`src/rtl/fetch_unit.sv`:
```
// Instruction fetch stage: owns the PC, reads the combinational program ROM and
// presents one instruction at a time to decode. Unconditional jumps are folded here.
module fetch_unit #(
    parameter int unsigned         ADDR_W   = 12,
    parameter int unsigned         INSTR_W  = 16,
    parameter logic [ADDR_W-1:0]   RESET_PC = '0,
    parameter logic [3:0]          JMP_OP   = 4'b1010
) (
    input  logic               clk,
    input  logic               rst_n,
    output logic [ADDR_W-1:0]  code_address,
    input  logic [INSTR_W-1:0] instruction,
    output logic [INSTR_W-1:0] ir,
    output logic [ADDR_W-1:0]  ir_pc,
    output logic               ir_valid,
    input  logic               ir_ready,
    input  logic               redirect,
    input  logic [ADDR_W-1:0]  redirect_pc,
    input  logic               halt,
    output logic               spin,
    output logic [15:0]        fetch_count
);

    logic [ADDR_W-1:0] pc_q;
    logic [3:0]        opcode;
    logic [ADDR_W-1:0] jmp_target;
    logic              accept;
    logic              slot_open;

    assign opcode       = instruction[INSTR_W-1 -: 4];
    assign jmp_target   = instruction[ADDR_W-1:0];
    assign accept       = ir_valid & ir_ready;
    assign slot_open    = ~ir_valid | ir_ready;
    assign code_address = pc_q;

    always_ff @(posedge clk) begin
        if (!rst_n) begin
            pc_q        <= RESET_PC;
            ir          <= '0;
            ir_pc       <= '0;
            ir_valid    <= 1'b0;
            spin        <= 1'b0;
            fetch_count <= '0;
        end else begin
            // A flushed instruction that decode accepted still counts as delivered.
            if (accept) begin
                fetch_count <= fetch_count + 16'd1;
            end

            if (redirect) begin
                pc_q     <= redirect_pc;
                ir_valid <= 1'b0;
                spin     <= 1'b0;
            end else if (halt) begin
                if (accept) begin
                    ir_valid <= 1'b0;
                end
            end else if (slot_open) begin
                if (opcode == JMP_OP) begin
                    pc_q     <= jmp_target;
                    ir_valid <= 1'b0;
                    spin     <= (jmp_target == pc_q);
                end else begin
                    ir       <= instruction;
                    ir_pc    <= pc_q;
                    ir_valid <= 1'b1;
                    pc_q     <= pc_q + 1'b1;
                    spin     <= 1'b0;
                end
            end
        end
    end

endmodule

```
`config.mk`:
```
export PLATFORM = sky130hd
export DESIGN_NAME = fetch_unit
export DESIGN_NICKNAME = d
export VERILOG_FILES = /design/src/rtl/fetch_unit.sv
export SDC_FILE = /design/constraint.sdc
export NUM_CORES = 1
export LEC_CHECK = 0
export BUFFER_PORTS_ARGS = -buffer_cell sky130_fd_sc_hd__clkbuf_2
export CAP_MARGIN = 30
export CORE_ASPECT_RATIO = 1.1
export CORE_MARGIN = 3
export CORE_UTILIZATION = 37
export DETAILED_ROUTE_END_ITERATION = 8
export PLACE_DENSITY = 0.62
export SLEW_MARGIN = 5
export SYNTH_ARGS = -nofsm -noshare
export SYNTH_HDL_FRONTEND = slang
export SYNTH_SLANG_ARGS = --single-unit
```
`constraint.sdc`:
```
create_clock -name clk -period 2.49 [get_ports clk]
set_clock_uncertainty 0.05 [all_clocks]
set_input_delay 0 -clock clk [delete_from_list [all_inputs] [get_ports clk]]
set_output_delay 0 -clock clk [all_outputs]
set_load 0.02 [all_outputs]
```
==> results of run 1 <==
==> registers in the layout, summed over array words and instances (netlist names) <==
signal        count
code_address     12
fetch_count      16
spin              1
ir_pc            12
ir_valid          1
ir               16
==> Yosys cell counts, types with 2 or more instances <==
library cell	n	area [µm²]
a211oi_1	2	15.0
and2_1	2	12.5
a21oi_2	10	87.6
nor2_1	28	105
and3_1	6	37.5
o21ai_0	10	50.1
nand3_1	16	80.1
buf_1	2	7.51
and4_1	3	26.3
a21oi_1	29	145
clkbuf_1	10	37.5
xor2_1	19	166
a221oi_1	3	26.3
o221a_2	2	22.5
nand2_2	10	62.6
dfxtp_1	58	1160
nand4_1	7	43.8
xnor2_1	12	105
nand2_1	59	221
nor4_1	2	12.5
buf_6	3	33.8
o22ai_1	2	12.5
o211ai_1	3	22.5
buf_2	4	20.0
nor3_1	2	10.0
ha_1	2	25.0
==> worst paths after layout <==
kind	cells after the start	endpoint	slack, ns
max	7	ir[3]	0.62
min	4	code_address[6]	0.02
max reg2reg	5	code_address[4]	0.67
min reg2reg	2	ir_pc[11]	0.41
==> power breakdown <==
| group | internal, mW | leakage, nW | total (mW) | switching [mW] |
|---|---|---|---|---|
| combinational | 0.135 | 1.01 | 0.320 | 0.184 |
| sequential | 0.962 | 0.473 | 1.00 | 0.0424 |
| clock | 0.481 | 0.0962 | 0.835 | 0.354 |
==> routing by layer <==
metal / global-route usage (%) / up-vias
met4: 5.04 / 0
met3: 4.83 / 8
met2: 33.0 / 69
met1: 24.7 / 1292
li1: - / 1382
met5: 0 / -
==> cell type report <==
| type | count | area (µm²) | area share [%] |
|---|---|---|---|
| Inverter | 2 | 7.51 | 0.200 |
| Clock buffer | 12 | 145 | 3.87 |
| Sequential cell | 58 | 1160 | 31.0 |
| Multi-Input combinational cell | 251 | 1480 | 39.5 |
| Tap cell | 85 | 106 | 2.84 |
| Timing Repair Buffer | 128 | 808 | 21.6 |
| Clock inverter | 3 | 40.0 | 1.07 |
==> stage by stage <==
stage / area (µm²) / hold slack, ns
final: 3750 / 0.0229
after global routing: 3750 / 0.0462
after CTS: 3750 / 0.0183
after detailed placement: 3270 / 0.194
after global placement: 3270 / 0.187
after floorplan: 2750 / 0.0769
==> tightest hold or removal path, cell delays in order <==
cell and delay, ns:
clkbuf_2 0.08, nor2_1 0.03, o22ai_1 0.13, and2_1 0.13
==> repair_timing <==
item | 4_1_cts | 5_1_grt
hold endpoints to repair | 29 | 0
hold buffers | 29 | 0
gates resized for setup | 0 | 0
==> logic make-up (layout without fill, tap and decap cells) <==
family,after synthesis,count (layout),share of synthesized area (%)
AOI/OAI and AO/OA,71,71,16.9
xor gates and xnor gates,31,31,9.88
adders and majority gates,2,2,0.910
buffers and inverters,21,145,3.87
DFF,58,58,42.2
muxes,1,1,0.364
and+or+nand+nor,146,146,25.9
==> run_results.csv, run 1 <==
group,metric,value,unit
finish,antenna-diode-count,0,
finish,fill_cells,720,
clocking,cts_sinks,58,
place,dp_cells,495,
synth,synthCells,330,
power_and_ir_drop,total_power,2.16,mW
setup_path,cp-startpoint,"instruction[14]",
timing,fin_crit,1.87,ns
hold_path,worstHoldStart,"redirect_pc[6]",
floorplan,die_w,88.2,µm
setup_path,cp.arrival,2.08,ns
global_route,globalRouteTotalUtil,19.5,%
finish,nets,485,
place,gp_congestion,0.862,
power_and_ir_drop,power_density,576,nW/µm²
global_route,antenna_found_initial,0,
route,routedWlPerCell,15.0,µm
setup_path,end_kind,"register",
finish,drive_gt1_share,31.1,%
floorplan,core_area,7130,µm²
setup_path,critPathTopFamily,"simple AND/OR/NAND/NOR gates",
floorplan,die_y,96.4,µm
setup_path,cp_num_buf_inv,3,
place,dpl.hpwl,5670,µm
route,dr.pass1.iters,4,
global_route,grt_max_degree,28,
setup_path,reg2reg_from,"ir_valid",
route,highest_layer,"met4",
timing,final.setup.worst_slack,0.617,ns
synth,synth-edff-count,0,
timing,post-route-period-util,75.2,%
floorplan,die_area,8500,µm²
setup_path,crit_path_cell_trace,"dlygate4sd3_1, clkbuf_2, nand4bb_1, nand3_2, buf_4, nand2_1, a21oi_2",
synth,seq_area_frac_synth,42.2,%
setup_path,worst-path-max-fanout,15,
route,wl_met2,3990,µm
global_route,grt-ovfl-total,0,
hold_path,hold_path_class,"primary input to register",
setup_path,crit_type,"primary input to register",
place,io_buffers,90,
timing,relSlewSlack,62.3,%
clocking,clockBufferDepth,2,
synth,synth.distinct_cells,50,
clocking,cts_setup_buffers,0,
finish,final_util,52.6,%
finish,fin_cells,539,
synth,ys_async_sr_fraction,0,%
timing,finalSetupViolCount,0,
power_and_ir_drop,p_leak,1.58,nW
run,drv_cap,0,
setup_path,crit_path_start_kind,"primary input",
global_route,grt_first_pass_wirelength,12900,µm
setup_path,critPathSlowestCell,"dlygate4sd3_1",
timing,drv_slew,0,
route,wl_met3,352,µm
timing,rsz0062_at_grt,"no",
clocking,clk_pin_slew,0.06,ns
timing,worst-slew-pin-transition,0.564,ns
floorplan,rows,32,
synth,syn_nets,365,
global_route,grt_pass1_vias,2611,
run_status,status,"finished clean",
clocking,numCtsBuffers,9,
timing,setup_tns,0,ns
synth,syn_area_per_cell,8.33,µm²
clocking,clk-insertion-delay-late,0.33,ns
setup_path,cpPeakStageDelay,0.53,ns
route,via_per_inst,5.10,
route,drc,0,
synth,syn_area,2750,µm²
power_and_ir_drop,peakVddDrop,0.000405,V
synth,synth_ff_type,"dfxtp_1",
clocking,htree_num_levels,3,
timing,fmaxAchievable,0.534,GHz
route,ant_nets,0,
clocking,cts_tree,"built",
synth,synth-seq-cells,58,
floorplan,start_util,38.6,%
route,drt_iter0_markers,149,
route,vias,2751,
synth,yosys_warnings,0,
finish,layout-area-overhead-vs-synth,36.4,%
finish,mostFrequentLayoutCells,"clkbuf_2, nand2_1, dfxtp_1",
place,pre_cts_ws,0.703,ns
route,wl_met1,3650,µm
timing,hold_violations,0,
floorplan,io_pins,91,
clocking,cts_root_buf,"clkbuf_8",
setup_path,cp.required,2.69,ns
route,wl,8090,µm
finish,final_common_cell,"clkbuf_2",
No activity file was read; power rests on OpenSTA's default activity.
==> run 2: changes to the inputs <==
- clock period: 2.49 -> 1.93 ns (I/O delays scaled with it)
==> run 2 against run 1 <==
- sequential power increased by 29%
- non-clock buffer count increased by 8
- combinational power increased by 39%
- flip-flop and latch count unchanged
- design area increased by 1.9%
- critical path depth decreased by 1
- global-route usage increased by 0.41 points
- setup slack got worse by 0.39 ns
- final cell count increased by 1.7%
- largest cell class unchanged
- highest routed layer unchanged
==> run_results.csv, run 2 (same netlist as run 1, synthesis figures left out) <==
group,metric,value,unit
route,drt_iter0_markers,253,
setup_path,reg2reg_from,"code_address[1]",
finish,layout-area-overhead-vs-synth,39.0,%
clocking,clockBufferDepth,2,
route,drc,0,
setup_path,cp-endpoint,"code_address[10]",
timing,post-route-period-util,88.4,%
floorplan,io_pins,91,
setup_path,worst-path-max-fanout,7,
route,dr.pass1.iters,4,
clocking,clk_pin_slew,0.07,ns
place,pre_cts_ws,0.144,ns
power_and_ir_drop,p_leak,1.61,nW
global_route,grt-ovfl-total,0,
run,drv_cap,0,
timing,hold_slack,0.0292,ns
timing,rsz0062_at_grt,"no",
finish,drive_gt1_share,33.3,%
setup_path,r2r_setup_slack,0.22,ns
power_and_ir_drop,power_density,718,nW/µm²
power_and_ir_drop,total_power,2.74,mW
global_route,grt_first_pass_wirelength,13100,µm
timing,finalSetupViolCount,0,
clocking,clk-insertion-delay-late,0.34,ns
clocking,numCtsBuffers,9,
timing,fin_crit,1.71,ns
route,vias,2803,
finish,reg.largest.list,"fetch_count (16), ir (16)",
timing,hold_violations,0,
floorplan,rows,32,
place,gp_congestion,0.890,
clocking,cts_tree,"built",
finish,final_common_cell,"clkbuf_2",
global_route,globalRouteTotalUtil,19.9,%
setup_path,r2r_cells,6,
timing,setup_tns,0,ns
finish,antenna-diode-count,0,
setup_path,end_kind,"register",
floorplan,die_w,88.2,µm
route,routedWlPerCell,15.0,µm
floorplan,die_area,8500,µm²
timing,final.setup.worst_slack,0.224,ns
finish,final_util,53.6,%
place,dpl.hpwl,5880,µm
clocking,cts_sinks,58,
clocking,cts_root_buf,"clkbuf_8",
setup_path,cp-startpoint,"code_address[1]",
place,io_buffers,90,
power_and_ir_drop,peakVddDrop,0.000475,V
timing,worst-slew-pin-transition,0.470,ns
place,dp_cells,503,
setup_path,cp.arrival,1.91,ns
hold_path,hold_path_class,"primary input to register",
global_route,antenna_found_initial,0,
timing,relSlewSlack,68.7,%
setup_path,reg2reg_to,"code_address[10]",
route,via_per_inst,5.11,
route,ant_nets,0,
clocking,htree_num_levels,3,
floorplan,die_y,96.4,µm
setup_path,crit_type,"register to register",
timing,fmaxAchievable,0.586,GHz
setup_path,crit_path_start_kind,"register",
floorplan,core_area,7130,µm²
run_status,status,"finished clean",
finish,mostFrequentLayoutCells,"clkbuf_2, nand2_1, dfxtp_1",
finish,stdcell_area,3820,µm²
setup_path,cp.required,2.14,ns
place,place_area,3350,µm²
finish,nets,493,
finish,fin_cells,548,
floorplan,start_util,38.6,%
global_route,grt_pass1_vias,2641,
global_route,grt_max_degree,21,
clocking,cts_setup_buffers,0,
timing,drv_slew,0,
route,wl,8250,µm
[run 2: cell count changes in the layout (fill, tap and decap cells not counted), moves of 2 or more]
cell	delta
dfxtp_2	+2
dfxtp_1	-2
buf_4	+7
clkinvlp_4	+5
clkbuf_1	-2
[run 2: worst min path at each step]
stage                            to             from  cells past startpoint  slack [ns]
global route        code_address[6]   redirect_pc[6]                      4        0.03
finish              code_address[6]   redirect_pc[6]                      4        0.03
CTS                 code_address[6]   redirect_pc[6]                      4        0.01
detailed placement  code_address[1]   redirect_pc[1]                      3        0.20
global placement    code_address[3]   redirect_pc[3]                      3        0.19
floorplan                    ir[10]  instruction[10]                      2        0.08
[run 2: where the power goes]
part / switching (mW) / internal [mW]
Combinational: 0.254 / 0.190
Sequential: 0.0452 / 1.24
Clock: 0.516 / 0.496
Total: 0.815 / 1.93
[run 2: final cells by class]
type                            count  area (µm²)
Fill cell                         729        3310
Multi-Input combinational cell    251        1480
Sequential cell                    58        1160
Timing Repair Buffer              136         881
Clock buffer                       10         138
Tap cell                           85         106
Clock inverter                      6        42.5
Inverter                            2        7.51
[run 2: critical path: stages, from the launching register on]
cell     delay, ns
dfxtp_2       0.42
ha_1          0.21
and3_1        0.28
nand4_1       0.15
xnor2_1       0.18
mux2i_1       0.12
o31ai_1       0.22
[run 2: routing by layer]
| layer | vias up | wire length [µm] | part of all wire, % | track usage (%) |
|---|---|---|---|---|
| li1 | 1402 | - | - | - |
| met1 | 1292 | 3580 | 43 | 25.8 |
| met2 | 100 | 3960 | 48 | 31.8 |
| met3 | 9 | 574 | 7.0 | 5.60 |
| met4 | 0 | 140 | 1.7 | 6.80 |
| met5 | - | 0 | 0 | 0 |
[run 2: repair_timing]
action / in CTS / in global routing
endpoints found under the hold margin: 29 / 0
setup endpoints to repair: 0 / 1
hold buffers: 29 / 0
gates resized for setup: 0 / 2
